File: src/rtl/dmem_arbiter_pkg.sv
// Shared definitions for the two-port data-memory arbiter and its requesters.
package dmem_arbiter_pkg;

    localparam int ADDR_W_DEF = 11;
    localparam int DATA_W_DEF = 32;

    localparam logic PORT_CPU = 1'b0;
    localparam logic PORT_AUX = 1'b1;

    // Word-address regions that requesters agree on when sharing dmem.
    localparam logic [ADDR_W_DEF-1:0] DMEM_BASE_DATA  = 11'h000;
    localparam logic [ADDR_W_DEF-1:0] DMEM_BASE_STACK = 11'h600;
    localparam logic [ADDR_W_DEF-1:0] DMEM_BASE_XFER  = 11'h700;

    function automatic logic other_port(input logic id);
        return ~id;
    endfunction

endpackage

File: src/rtl/dmem_rr_pick.sv
// Two-way grant selector: a live lock owner wins, otherwise round-robin on prio.
module dmem_rr_pick
    import dmem_arbiter_pkg::*;
(
    input  logic [1:0] req,
    input  logic       prio,
    input  logic       owner_valid,
    input  logic       owner_id,
    output logic [1:0] gnt
);

    always_comb begin
        gnt = 2'b00;
        if (owner_valid && req[owner_id]) begin
            gnt[owner_id] = 1'b1;
        end else if (req == 2'b11) begin
            gnt[prio] = 1'b1;
        end else begin
            gnt = req;
        end
    end

endmodule

File: src/rtl/dmem_arbiter.sv
// Shares one dmem between the CPU port and an auxiliary master, with
// round-robin arbitration, burst locking and one-cycle registered read data.
module dmem_arbiter
    import dmem_arbiter_pkg::*;
#(
    parameter int ADDR_W = ADDR_W_DEF,
    parameter int DATA_W = DATA_W_DEF
) (
    input  logic              clk,
    input  logic              rst,

    input  logic              r0_req,
    input  logic              r0_we,
    input  logic              r0_lock,
    input  logic [ADDR_W-1:0] r0_addr,
    input  logic [DATA_W-1:0] r0_wdata,
    output logic              r0_gnt,
    output logic              r0_rvalid,
    output logic [DATA_W-1:0] r0_rdata,

    input  logic              r1_req,
    input  logic              r1_we,
    input  logic              r1_lock,
    input  logic [ADDR_W-1:0] r1_addr,
    input  logic [DATA_W-1:0] r1_wdata,
    output logic              r1_gnt,
    output logic              r1_rvalid,
    output logic [DATA_W-1:0] r1_rdata,

    output logic              DM_cs,
    output logic              DM_R,
    output logic              DM_W,
    output logic [ADDR_W-1:0] DM_addr,
    output logic [DATA_W-1:0] DM_data_in,
    input  logic [DATA_W-1:0] DM_data_out
);

    logic              prio_q, prio_d;
    logic              owner_valid_q, owner_valid_d;
    logic              owner_id_q, owner_id_d;
    logic [1:0]        rvalid_q, rvalid_d;
    logic [DATA_W-1:0] rdata_q [2];
    logic [DATA_W-1:0] rdata_d [2];

    logic [1:0] req;
    logic [1:0] we;
    logic [1:0] pick_gnt;
    logic [1:0] gnt;
    logic       sel_id;
    logic       sel_lock;

    assign req = {r1_req, r0_req};
    assign we  = {r1_we, r0_we};

    dmem_rr_pick u_pick (
        .req         (req),
        .prio        (prio_q),
        .owner_valid (owner_valid_q),
        .owner_id    (owner_id_q),
        .gnt         (pick_gnt)
    );

    // Grants are combinational, so they must be masked while reset is held.
    assign gnt      = rst ? 2'b00 : pick_gnt;
    assign sel_id   = gnt[1];
    assign sel_lock = gnt[1] ? r1_lock : r0_lock;

    assign r0_gnt    = gnt[0];
    assign r1_gnt    = gnt[1];
    assign r0_rvalid = rvalid_q[0];
    assign r1_rvalid = rvalid_q[1];
    assign r0_rdata  = rdata_q[0];
    assign r1_rdata  = rdata_q[1];

    always_comb begin
        DM_cs      = |gnt;
        DM_R       = 1'b0;
        DM_W       = 1'b0;
        DM_addr    = '0;
        DM_data_in = '0;
        if (gnt[0]) begin
            DM_W       = r0_we;
            DM_R       = ~r0_we;
            DM_addr    = r0_addr;
            DM_data_in = r0_wdata;
        end else if (gnt[1]) begin
            DM_W       = r1_we;
            DM_R       = ~r1_we;
            DM_addr    = r1_addr;
            DM_data_in = r1_wdata;
        end
    end

    // An idle cycle means the owner (if any) dropped req, so ownership ends.
    always_comb begin
        prio_d        = prio_q;
        owner_valid_d = 1'b0;
        owner_id_d    = owner_id_q;
        if (|gnt) begin
            if (sel_lock) begin
                owner_valid_d = 1'b1;
                owner_id_d    = sel_id;
            end else begin
                prio_d = other_port(sel_id);
            end
        end
        for (int p = 0; p < 2; p++) begin
            rvalid_d[p] = gnt[p] & ~we[p];
            rdata_d[p]  = rvalid_d[p] ? DM_data_out : rdata_q[p];
        end
    end

    always_ff @(posedge clk or posedge rst) begin
        if (rst) begin
            prio_q        <= PORT_CPU;
            owner_valid_q <= 1'b0;
            owner_id_q    <= PORT_CPU;
            rvalid_q      <= 2'b00;
            rdata_q[0]    <= '0;
            rdata_q[1]    <= '0;
        end else begin
            prio_q        <= prio_d;
            owner_valid_q <= owner_valid_d;
            owner_id_q    <= owner_id_d;
            rvalid_q      <= rvalid_d;
            rdata_q[0]    <= rdata_d[0];
            rdata_q[1]    <= rdata_d[1];
        end
    end

endmodule

File: config.mk
export PLATFORM = sky130hd
export DESIGN_NAME = dmem_arbiter
export DESIGN_NICKNAME = d
export VERILOG_FILES = /design/src/rtl/dmem_arbiter_pkg.sv /design/src/rtl/dmem_rr_pick.sv /design/src/rtl/dmem_arbiter.sv
export SDC_FILE = /design/constraint.sdc
export NUM_CORES = 1
export LEC_CHECK = 0
export ABC_CLOCK_PERIOD_IN_PS = 3200
export CAP_MARGIN = 40
export CORE_ASPECT_RATIO = 0.6
export CORE_UTILIZATION = 36
export CTS_CLUSTER_DIAMETER = 40
export DETAILED_ROUTE_END_ITERATION = 7
export GPL_ROUTABILITY_DRIVEN = 0
export GPL_TIMING_DRIVEN = 0
export PLACE_DENSITY = 0.83
export SETUP_SLACK_MARGIN = 0.05
export SLEW_MARGIN = 20
export SYNTH_ARGS = -nofsm -noshare
export SYNTH_HDL_FRONTEND = slang
export SYNTH_SLANG_ARGS = --single-unit
export TNS_END_PERCENT = 50
File: constraint.sdc
create_clock -name clk -period 3.2 [get_ports clk]
set_input_delay 0.48 -clock clk [delete_from_list [all_inputs] [get_ports clk]]
set_output_delay 0.48 -clock clk [all_outputs]
set_load 0.05 [all_outputs]
After elaboration in Yosys (flattened, before gate mapping)

Cells that the tools add are included.
W data, S select, Z words.

Latch bits: 0
Word-level logic and storage cells: 43
Bits in writable memories: 0
Bits in read-only memories: 0
Output and inout bits: 114
Register bits: 69
Memories kept: 0
Input bits: 126

$lt $le $gt $ge: 4
Add/subtract/negate cells: 0
Bitwise gates (word level): 6
Multiply operators: 0
Multiplexer cells: 20
Reductions and logical operators: 6
Div/mod/pow operators: 0
Shift operators: 0
Equality and inequality tests: 1

Operator list:

| operator             | count |
|---|---|
| $mux W32             | 2 |
| $mux W11             | 2 |
| $mux W1              | 11 |
| $mux W2              | 3 |
| $lt A1 B2 Y1 const B | 2 |
| $not A1 Y1           | 4 |
| $reduce_and A2 Y1    | 2 |
| $logic_and A1 B1 Y1  | 3 |
| $and A1 B1 Y1        | 2 |
| $demux W1 S1         | 2 |
| $eq A2 B2 Y1 const B | 1 |
| $ge A1 B1 Y1 const B | 2 |
| $reduce_or A2 Y1     | 1 |

Logic depth before layout (Yosys ltp)

Gate-level depths: netlist of the first run.

Depth in word-level cells: 10
Depth in mapped cells: 5
Gate-level depth less buffers: 3

By module

From an unflattened synthesis of the first run, not the netlist that was laid out.

Cell total of the unflattened synthesis: 318
Area total of the unflattened synthesis: 3504.6 µm²

By module, submodules not included:

| module       | cells an instance | sequential area each (µm²) | area each (µm²) | times used |
|---|---|---|---|---|
| dmem_arbiter | 314               | 1726.7                     | 3473.3          | 1 |
| dmem_rr_pick | 4                 | 0.0                        | 31.3            | 1 |

Worst setup path after synthesis of the first run

OpenSTA, ideal clock, no wires.

Path type: register -> output
From: register owner_valid_q
To: output port DM_addr[0]
Data required time: 2.720 ns
Arrival time: 2.124 ns
Setup slack: 0.596 ns
Stages on the path, launching flop included: 5
Buffers on the path: 1
Path through: dfrtp_1 > mux2_4 > a21oi_1 > clkbuf_1 > a22o_1

Elaborated cells between the ends (all ways): 5
Classes of those cells: mux: 4; reduce/logical: 1

RTL lines:

| element                | line                | source |
|---|---|---|
| start, declared        | dmem_arbiter.sv:39  | `logic owner_valid_q, owner_valid_d;` |
| start signal, assigned | dmem_arbiter.sv:123 | `owner_valid_q <= owner_valid_d;` |
| $logic_and A1 B1 Y1    | dmem_rr_pick.sv:14  | `if (owner_valid && req[owner_id]) begin` |
| $mux W2                | dmem_rr_pick.sv:14  |  |
| $mux W2                | dmem_arbiter.sv:64  | `assign gnt = rst ? 2'b00 : pick_gnt;` |
| via r0_gnt             | dmem_arbiter.sv:17  | `output logic r0_gnt,` |
| $mux W11               | dmem_arbiter.sv:81  | `if (gnt[0]) begin` |
| end, declared          | dmem_arbiter.sv:33  | `output logic [ADDR_W-1:0] DM_addr,` |

The timed path passes the listed nets, and every way through them passes these cells.

Worst setup path in the final report of the first run

From: input port rst
To: output port DM_data_in[21]

Cells in the longest elaborated chain, start to end: 3

RTL lines:

| element         | line               | source |
|---|---|---|
| start, declared | dmem_arbiter.sv:10 | `input logic rst,` |
| $mux W2 (*)     | dmem_arbiter.sv:64 |  |
| $mux W32        | dmem_arbiter.sv:86 | `end else if (gnt[1]) begin` |
| $mux W32 (*)    | dmem_arbiter.sv:81 |  |
| end, declared   | dmem_arbiter.sv:34 | `output logic [DATA_W-1:0] DM_data_in,` |

Mark *: on every way between the ends. The rest lies on a longest branch, timed or not.

==> results.yml, run 1 <==
global_route:
  groute.layer.met2.usage_pct: 42.88
  grt_use_total_pct: 24.63
  groute.layer.met3.usage_pct: 6.825
  grtUsageMet1_pct: 30.04
  global_route_wire_length_before_repair_mm: 16.14
  gr-total-overflow: 0
  grt_start_max_net_pins: 61
  number_of_global_route_vias_before_repair: 2938
  grt_busiest_layer: "met2"
  initial_antenna_violation_count: 0
worst_setup_path:
  cp_data_required_time_ns: 2.72
  critical_path.startpoint_type: "primary input"
  timing.setup.critical_path_class: "primary input to output port"
  regToRegStartpoint: "owner_valid_q$_DFF_PP0_"
  maximum_single_stage_delay_on_the_critical_path_ns: 0.52
  timing.critical_path.to_type: "output port"
  cpMaxStageDelayCell: "clkdlybuf4s50_1"
  cp.buffers_inverters: 3
  arrival_ns: 2.55
  beginning_of_the_critical_path: "rst"
  crit_path_cell_trace: "clkdlybuf4s50_1 -> nand2b_1 -> a21oi_2 -> clkbuf_2 -> a22o_1 -> clkdlybuf4s15_2"
  critical-path-top-delay-family: "buffers and inverters"
  cp.depth: 6
  reg2regPathDepth: 5
  timing.critical_path.fanout_max: 10
floorplan:
  initial_core_utilization_pct: 38.32
  core_region_area_sq_um: 8102
  row_count: 25
  x_dimension_of_the_die_microns: 121.9
  die_height_microns: 73.93
  ios: 240
  die_area_sq_um: 9011
pwr:
  power_density_nw_per_um2: 711.0
  pwr-share-comb_pct: 49.2
  power_report.internal_total_mw: 2.455
  switchingPower_mw: 1.738
  total_power_mw: 4.193
  netSwitchingFraction_pct: 41.45
  total_leakage_power_nw: 2.514
  irDropWorstVdd_v: 0.0004840
  share_clk_of_total_power_pct: 21.7
  power.share.sequential_pct: 29.1
logic_synthesis:
  mappedNetlistArea_sq_um: 3104
  synth_largest_area_cell: "dfrtp_1"
  synth_top_cell_area_share_pct: 55.62
  yosysSeqAreaShare_pct: 55.62
  yosys_warnings: 0
  yosys.cell_types.count: 22
  postSynthAreaPerCell_sq_um: 14.71
  ys_seq_elements: 69
  syn_inst: 211
  post_synth_main_area_contributors: "dfrtp_1, mux2_2, a22o_1, buf_6, mux2_1"
  synth.net_count: 337
place:
  placement.io_buffers: 239
  placed_cells_incl_taps: 559
  place_ws_ns: -0.4001
  post_place_cell_area_sq_um: 5662
  dp_hpwl_mm: 9.151
status:
  outcome: "completed"
timing:
  timing_hold_violations_final: 0
  timing.clock.skew_ns: 0.002688
  rsz_0062_raised_after_global_routing: "no"
  finalWorstPathRequiredPeriod_ns: 3.026
  final-setup-viol-count: 0
  tightest_slew_ns: 0.5417
  fin_hold_ws_ns: 0.4963
  final.period_utilization_pct: 94.55
  max-slew-margin-rel_pct: 63.77
  setup_slack_ns: 0.1745
  final_max_slew_viol_count: 0
  achievable-frequency_ghz: 0.3305
  setup_total_negative_slack_ns: 0
layout:
  final_nets: 592
  finish.cell_count_without_fillers: 578
  post-route-util_pct: 72.79
  layout_cell_share_with_drive_strength_beyond_1_pct: 30.21
  antenna_cells: 0
  layout.cells.most_common_list: "clkdlybuf4s50_1, dfrtp_1, mux2_2"
  stdcell_area_sq_um: 5897
  area_growth_syn_to_layout_pct: 89.96
  commonest_non_fill_non_tap_cell_in_the_layout: "clkdlybuf4s50_1"
detailed_routing:
  drt_pass_1_iters: 4
  route.vias.total: 2839
  final_antenna_net_count: 0
  wirelength_mm: 11.30
  drt_iter0_drc: 110
  route.detailed.wl_per_inst_microns: 19.55
  drc: 0
  avgViaCountPerCell: 4.912
clock_network:
  cts_max_path_buffers: 2
  cts_tree: "yes"
  cts_htree_levels: 3
  holdBufCountCts: 0
  insertion_delay_ns: 0.32
  clock_sinks: 69
  numCtsBuffers: 9
  cts_root_buffer: "clkbuf_16"
  clk_pin_slew_ns: 0.05
min_path:
  min-delay-path-class: "flop to flop"
  worst_hold_path.num_cells: 1
  timing.hold.worst.start: "r0_rdata[7]$_DFFE_PP0P_"
flow_run:
  max-cap-violations: 0
power groups by stage:
stage / sequential (mW) / clock (mW) / combinational, mW
3_3_place_gp: 1.22 / 0 / 2.07
5_1_grt: 1.25 / 0.967 / 2.14
2_1_floorplan: 2.00 / 0 / 0.514
3_5_place_dp: 1.24 / 0 / 2.10
6_report: 1.22 / 0.910 / 2.06
4_1_cts: 1.22 / 0.933 / 2.08
cells in the mapped netlist:
cell type / count
a31oi_1: 1
a211oi_4: 2
o21ba_2: 1
mux2_4: 1
nand2_1: 1
mux2_2: 60
a21o_1: 1
nand2b_1: 2
dfrtp_1: 69
buf_6: 6
inv_1: 2
buf_2: 5
a22o_1: 44
clkbuf_1: 4
a2bb2oi_1: 1
a211oi_1: 1
mux2i_2: 1
o21ai_0: 1
mux2_1: 4
a21oi_2: 1
or2_2: 2
a21oi_1: 1
kinds of logic after synthesis:
group	synth area share (%)
flip-flops	55.62
AND/OR/NAND/NOR	0.9268
buffers and inverters	3.708
multiplexers	24.14
AO/OA/AOI/OAI	15.60
layout make-up:
| class | count | area (sq um) |
|---|---|---|
| buffer | 15 | 112.6 |
| timing repair buffer | 244 | 2367 |
| fill | 589 | 2205 |
| inverter | 2 | 10.01 |
| clock inverter | 1 | 5.005 |
| sequential | 69 | 1727 |
| tap | 108 | 135.1 |
| clock buffer | 14 | 274.0 |
| multi-input combinational | 125 | 1266 |
registers in the layout (all words and copies together) (netlist names):
register       flops
r0_rdata          32
r1_rdata          32
rvalid_q           2
owner_id_q         1
owner_valid_q      1
prio_q             1
final timing paths:
kind | to | slack, ns
worst max-delay path | DM_data_in[21] | 0.17
max in group asynchronous | r1_rdata[13]$_DFFE_PP0P_ | 2.15
worst min register to register | r0_rdata[7]$_DFFE_PP0P_ | 0.50
min in group asynchronous | r0_rdata[30]$_DFFE_PP0P_ | 0.52
worst max register to register | r0_rdata[9]$_DFFE_PP0P_ | 1.29
worst min-delay path | r0_rdata[7]$_DFFE_PP0P_ | 0.50
timing repair:
action                     in CTS  in global routing
setup endpoints to repair      48                 40
cloned                          0                  0
resized for setup              92                 42
pin swaps                       1                  2
setup buffers                   0                  4
per-layer routing:
| metal | up-vias | share of wire (%) | wire, microns |
|---|---|---|---|
| li1 | 1317 | - | - |
| met1 | 1405 | 41 | 4681 |
| met2 | 103 | 52 | 5836 |
| met3 | 14 | 5.5 | 618 |
| met4 | 0 | 1.5 | 165 |
| met5 | - | 0 | 0 |
Power figures use the tool's default switching activity.
==> inputs of run 2 (changes only) <==
--- a/config.mk
+++ b/config.mk
@@ -14,6 +14,7 @@
 export GPL_ROUTABILITY_DRIVEN = 0
 export GPL_TIMING_DRIVEN = 0
 export PLACE_DENSITY = 0.83
+export RECOVER_POWER = 100
 export SETUP_SLACK_MARGIN = 0.05
 export SLEW_MARGIN = 20
 export SYNTH_ARGS = -nofsm -noshare
==> run 2 against run 1 <==
Against the previous run:
- critical path depth grew 1
- combinational power shrank 4%
- via count grew 0.60%
- non-clock buffer count is the same
- clock skew is essentially flat
- critical path type unchanged
- largest power group unchanged
- highest routed layer unchanged
==> results.yml, run 2 (synthesis results as in run 1) <==
status:
  outcome: "completed"
pwr:
  power_density_nw_per_um2: 704.7
  power.share.sequential_pct: 29.6
  pwr-share-comb_pct: 48.1
  power_report.internal_total_mw: 2.364
  irDropWorstVdd_v: 0.0004774
  total_power_mw: 4.088
  netSwitchingFraction_pct: 42.17
  share_clk_of_total_power_pct: 22.3
  total_leakage_power_nw: 2.499
  switchingPower_mw: 1.724
timing:
  timing_hold_violations_final: 0
  rsz_0062_raised_after_global_routing: "no"
  achievable-frequency_ghz: 0.3307
  final.period_utilization_pct: 94.51
  setup_slack_ns: 0.1757
  setup_total_negative_slack_ns: 0
  tightest_slew_ns: 1.484
  max-slew-margin-rel_pct: 1.093
  final-setup-viol-count: 0
  final_max_slew_viol_count: 0
  timing.clock.skew_ns: 0.002637
  finalWorstPathRequiredPeriod_ns: 3.024
min_path:
  timing.hold.worst.start: "r0_rdata[7]$_DFFE_PP0P_"
  min-delay-path-class: "flop to flop"
  min_to: "r0_rdata[7]$_DFFE_PP0P_"
  worst_hold_path.num_cells: 1
worst_setup_path:
  regToRegStartpoint: "owner_valid_q$_DFF_PP0_"
  timing.reg2reg.setup_slack_ns: 0.62
  cp_data_required_time_ns: 2.72
  reg2regPathDepth: 5
  timing.critical_path.fanout_max: 10
  timing.rr.end: "r0_rdata[11]$_DFFE_PP0P_"
  arrival_ns: 2.54
  beginning_of_the_critical_path: "rst"
  timing.setup.critical_path_class: "primary input to output port"
  critical_path.startpoint_type: "primary input"
  timing.critical_path.to_type: "output port"
layout:
  layout_cell_share_with_drive_strength_beyond_1_pct: 27.45
  stdcell_area_sq_um: 5801
  commonest_non_fill_non_tap_cell_in_the_layout: "clkdlybuf4s50_1"
  final_nets: 592
  antenna_cells: 0
  layout.cells.most_common_list: "clkdlybuf4s50_1, dfrtp_1, dlygate4sd3_1"
  area_growth_syn_to_layout_pct: 86.86
place:
  place_ws_ns: -0.4001
  dp_hpwl_mm: 9.151
  post_place_cell_area_sq_um: 5662
  placement.io_buffers: 239
clock_network:
  cts_root_buffer: "clkbuf_16"
  holdBufCountCts: 0
  clock_sinks: 69
  clk_pin_slew_ns: 0.05
  cts_tree: "yes"
  insertion_delay_ns: 0.32
  cts_htree_levels: 3
  numCtsBuffers: 9
  cts_max_path_buffers: 2
global_route:
  grt_use_total_pct: 24.63
  grtUsageMet1_pct: 30.04
  number_of_global_route_vias_before_repair: 2938
  grt_busiest_layer: "met2"
  grt_start_max_net_pins: 61
  groute.layer.met3.usage_pct: 6.825
  gr-total-overflow: 0
  initial_antenna_violation_count: 0
  groute.layer.met2.usage_pct: 42.88
  global_route_wire_length_before_repair_mm: 16.14
detailed_routing:
  drc: 0
  drt_iter0_drc: 77
  route.vias.total: 2856
  avgViaCountPerCell: 4.941
  drt_pass_1_iters: 4
  wirelength_mm: 11.30
  final_antenna_net_count: 0
  route.detailed.wl_per_inst_microns: 19.55
floorplan:
  core_region_area_sq_um: 8102
  die_height_microns: 73.93
  x_dimension_of_the_die_microns: 121.9
  ios: 240
  initial_core_utilization_pct: 38.32
  die_area_sq_um: 9011
  row_count: 25
flow_run:
  max-cap-violations: 0
-- run 2: cell types whose count changed in the layout (fill, tap and decap cells not counted), sizes merged --
cell,delta
dlygate4sd3,+66
clkbuf,+12
buf,-12
clkdlybuf4s50,-66
clkinvlp,+1
inv,-1
-- run 2: worst max-delay path by stage --
stage                     slack [ns]              to  cells past startpoint
final                           0.18  DM_data_in[23]                      7
after global routing            0.03  DM_data_in[23]                      7
after CTS                       0.05      DM_addr[2]                      6
after detailed placement       -0.40  DM_data_in[23]                      6
after global placement         -0.35  DM_data_in[23]                      6
after floorplan                 0.60      DM_addr[0]                      4
-- run 2: final cells by class --
class / count / area (sq um)
Timing Repair Buffer: 244 / 2333
Fill cell: 612 / 2301
Sequential cell: 69 / 1727
Multi-Input combinational cell: 125 / 1237
Clock buffer: 14 / 274.0
Tap cell: 108 / 135.1
Buffer: 15 / 80.08
Inverter: 2 / 8.758
Clock inverter: 1 / 5.005
-- run 2: repair_timing --
item                                    4_1_cts  5_1_grt
gates resized for setup                      92       42
setup buffers                                 0        4
endpoints found under the setup margin       48       40
pin swaps                                     1        2
-- run 2: routing by layer --
metal / wire [microns] / share of wire, %
met1: 4648 / 41
met2: 5867 / 52
met3: 638 / 5.6
met4: 146 / 1.3
met5: 0 / 0
-- run 2: power by group through the flow --
| stage | clock network, mW | registers, mW | logic, mW |
|---|---|---|---|
| global placement | 0 | 1.22 | 2.07 |
| floorplan | 0 | 2.00 | 0.514 |
| CTS | 0.933 | 1.22 | 2.08 |
| detailed placement | 0 | 1.24 | 2.10 |
| global route | 0.967 | 1.24 | 2.04 |
| finish | 0.912 | 1.21 | 1.97 |
-- run 2: critical path: stages --
cell	delay (ns)
clkdlybuf4s50_1	0.50
nand2b_1	0.22
a21oi_1	0.23
buf_2	0.26
clkbuf_2	0.27
a22o_1	0.20
clkdlybuf4s18_2	0.38
-- run 2: per-stage QoR --
| step | util (%) | hold WS, ns | std cells |
|---|---|---|---|
| finish | 71.60 | 0.4918 | 578 |
| global route | 71.60 | 0.5035 | 578 |
| CTS | 73.27 | 0.5038 | 574 |
| detailed placement | 69.88 | 0.4938 | 559 |
| global placement | 69.51 | 0.4682 | 558 |
| floorplan | - | 0.5445 | 211 |
==> inputs of run 3 (changes only) <==
--- a/config.mk
+++ b/config.mk
@@ -13,8 +13,9 @@
 export DETAILED_ROUTE_END_ITERATION = 7
 export GPL_ROUTABILITY_DRIVEN = 0
 export GPL_TIMING_DRIVEN = 0
-export PLACE_DENSITY = 0.83
+export PLACE_DENSITY = 0.82
 export RECOVER_POWER = 100
+export REMOVE_ABC_BUFFERS = 1
 export SETUP_SLACK_MARGIN = 0.05
 export SLEW_MARGIN = 20
 export SYNTH_ARGS = -nofsm -noshare
==> run 3 against run 2 <==
Against the previous run:
- critical endpoint is now DM_data_in[4]
- cell area decreased by 0.63%
- utilization is 0.45 points lower
- largest power group unchanged
- via count fell by 1.7%
- worst setup slack lost 0.019 ns
- combinational power about the same
- clock skew up 0.00062 ns
- highest routed layer unchanged
- global-route usage is 1.3 points lower
- critical path depth shrank 1
- largest cell class unchanged
==> results.yml, run 3 (synthesis results as in run 1) <==
detailed_routing:
  route.detailed.wl_per_inst_microns: 18.84
  route.vias.total: 2808
  drt_pass_1_iters: 4
  avgViaCountPerCell: 4.909
  drc: 0
  wirelength_mm: 10.78
  drt_iter0_drc: 140
  final_antenna_net_count: 0
worst_setup_path:
  timing.critical_path.fanout_max: 33
  timing.setup.critical_path_class: "primary input to output port"
  beginning_of_the_critical_path: "r1_req"
  timing.rr.end: "r0_rdata[15]$_DFFE_PP0P_"
  reg2regPathDepth: 5
  cp.depth: 6
  maximum_single_stage_delay_on_the_critical_path_ns: 0.65
  timing.critical_path.to_type: "output port"
  crit_path_cell_trace: "clkdlybuf4s50_1 -> nand2b_1 -> a21oi_2 -> buf_16 -> a22o_1 -> clkbuf_1"
  critical-path-top-delay-family: "buffers and inverters"
  timing.reg2reg.setup_slack_ns: 0.58
  cp.buffers_inverters: 3
  regToRegStartpoint: "owner_valid_q$_DFF_PP0_"
  cpMaxStageDelayCell: "clkdlybuf4s50_1"
  critical_path.startpoint_type: "primary input"
  crit_path_end: "DM_data_in[4]"
  cp_data_required_time_ns: 2.72
  arrival_ns: 2.56
status:
  outcome: "completed"
layout:
  final_nets: 585
  layout.cells.most_common_list: "clkdlybuf4s50_1, dfrtp_1, dlygate4sd3_1"
  antenna_cells: 0
  final.fill_count: 590
  post-route-util_pct: 71.15
  multiInputGateArea_sq_um: 1265
  area_growth_syn_to_layout_pct: 85.69
  commonest_non_fill_non_tap_cell_in_the_layout: "clkdlybuf4s50_1"
  ff_latch_area_sq_um: 1727
  layout_cell_share_with_drive_strength_beyond_1_pct: 20.47
clock_network:
  cts_tree: "yes"
  holdBufCountCts: 0
  cts_htree_levels: 3
  clk_pin_slew_ns: 0.05
  clock_sinks: 69
  numCtsBuffers: 9
  cts_max_path_buffers: 2
  insertion_delay_ns: 0.33
  cts_root_buffer: "clkbuf_16"
timing:
  setup_slack_ns: 0.1570
  setup_total_negative_slack_ns: 0
  timing_hold_violations_final: 0
  achievable-frequency_ghz: 0.3286
  max-slew-margin-rel_pct: 10.12
  final-setup-viol-count: 0
  final_max_slew_viol_count: 0
  rsz_0062_raised_after_global_routing: "yes"
  tightest_slew_ns: 1.341
  finalWorstPathRequiredPeriod_ns: 3.043
  final.period_utilization_pct: 95.09
  fin_hold_ws_ns: 0.4819
  timing.clock.skew_ns: 0.003259
global_route:
  gr-total-overflow: 0
  initial_antenna_violation_count: 0
  grt_start_max_net_pins: 40
  global_route_wire_length_before_repair_mm: 15.50
  number_of_global_route_vias_before_repair: 2736
  grt_use_total_pct: 23.34
floorplan:
  ios: 240
  x_dimension_of_the_die_microns: 121.9
  row_count: 25
  die_height_microns: 73.93
  die_area_sq_um: 9011
  initial_core_utilization_pct: 38.32
  core_region_area_sq_um: 8102
place:
  placement.io_buffers: 239
  dp_hpwl_mm: 8.417
  place_ws_ns: -0.4563
min_path:
  min-delay-path-class: "flop to flop"
pwr:
  total_power_mw: 4.034
  total_leakage_power_nw: 2.497
  irDropWorstVdd_v: 0.0005325
  power_density_nw_per_um2: 699.9
flow_run:
  max-cap-violations: 0
run 3: cell types whose count changed in the layout (fill, tap and decap cells not counted), moves of 2 or more:
| cell | previous run | this run |
|---|---|---|
| clkbuf_1 | 11 | 23 |
| clkbuf_2 | 26 | 3 |
| buf_16 | 0 | 2 |
| clkdlybuf4s15_2 | 19 | 1 |
| a21oi_4 | 0 | 2 |
| clkinv_2 | 1 | 6 |
| dlygate4sd2_1 | 9 | 27 |
| clkbuf_8 | 3 | 0 |
run 3: worst min-delay path by stage:
stage,to,from,cells past startpoint
3_3_place_gp,r0_rdata[27]$_DFFE_PP0P_,r0_rdata[27]$_DFFE_PP0P_,1
3_5_place_dp,r0_rdata[29]$_DFFE_PP0P_,r0_rdata[29]$_DFFE_PP0P_,1
2_1_floorplan,owner_id_q$_DFFE_PP0P_,owner_id_q$_DFFE_PP0P_,1
5_1_grt,r0_rdata[27]$_DFFE_PP0P_,r0_rdata[27]$_DFFE_PP0P_,1
4_1_cts,r0_rdata[29]$_DFFE_PP0P_,r0_rdata[29]$_DFFE_PP0P_,1
6_report,r0_rdata[29]$_DFFE_PP0P_,r0_rdata[29]$_DFFE_PP0P_,1
run 3: stage by stage:
stage          std cells  cell area (sq um)
3_5_place_dp         550               5665
5_1_grt              572               5764
2_1_floorplan        196               2997
4_1_cts              570               5942
6_report             572               5764
3_3_place_gp         543               5524
run 3: metal layers:
metal	global-route usage, %	wire length, microns	vias to the layer above	part of all wire (%)
li1	-	-	1302	-
met1	32.11	4677	1394	43
met2	35.40	5131	102	48
met3	8.819	905	10	8.4
met4	4.527	61	0	0.57
met5	0	0	-	0
run 3: worst reg2reg max path: cells and delay by family, from the launching register on:
family,cells,cell delay [ns]
buffers and inverters,2,0.89
AOI/OAI and AO/OA,1,0.44
DFF,1,0.40
muxes,2,0.78
run 3: cell type report:
type                    instances  area share (%)
flip-flops and latches         69           29.95
repair buffers                251           41.11
clock inverters                 6          0.5209
multi-input cells             126           21.94
well taps                     108           2.344
clock buffers                  10           3.972
inverters                       2          0.1519
run 3: timing repair:
item	4_1_cts	5_1_grt
setup buffers	3	2
setup endpoints to repair	48	32
gates cloned	1	0
gates resized for setup	68	24
endpoints found under the hold margin	0	0
pin swaps	2	1
run 3: power by group:
| part | switching (mW) | internal [mW] |
|---|---|---|
| Combinational | 1.29 | 0.681 |
| Sequential | 0.106 | 1.10 |
| Clock | 0.348 | 0.515 |
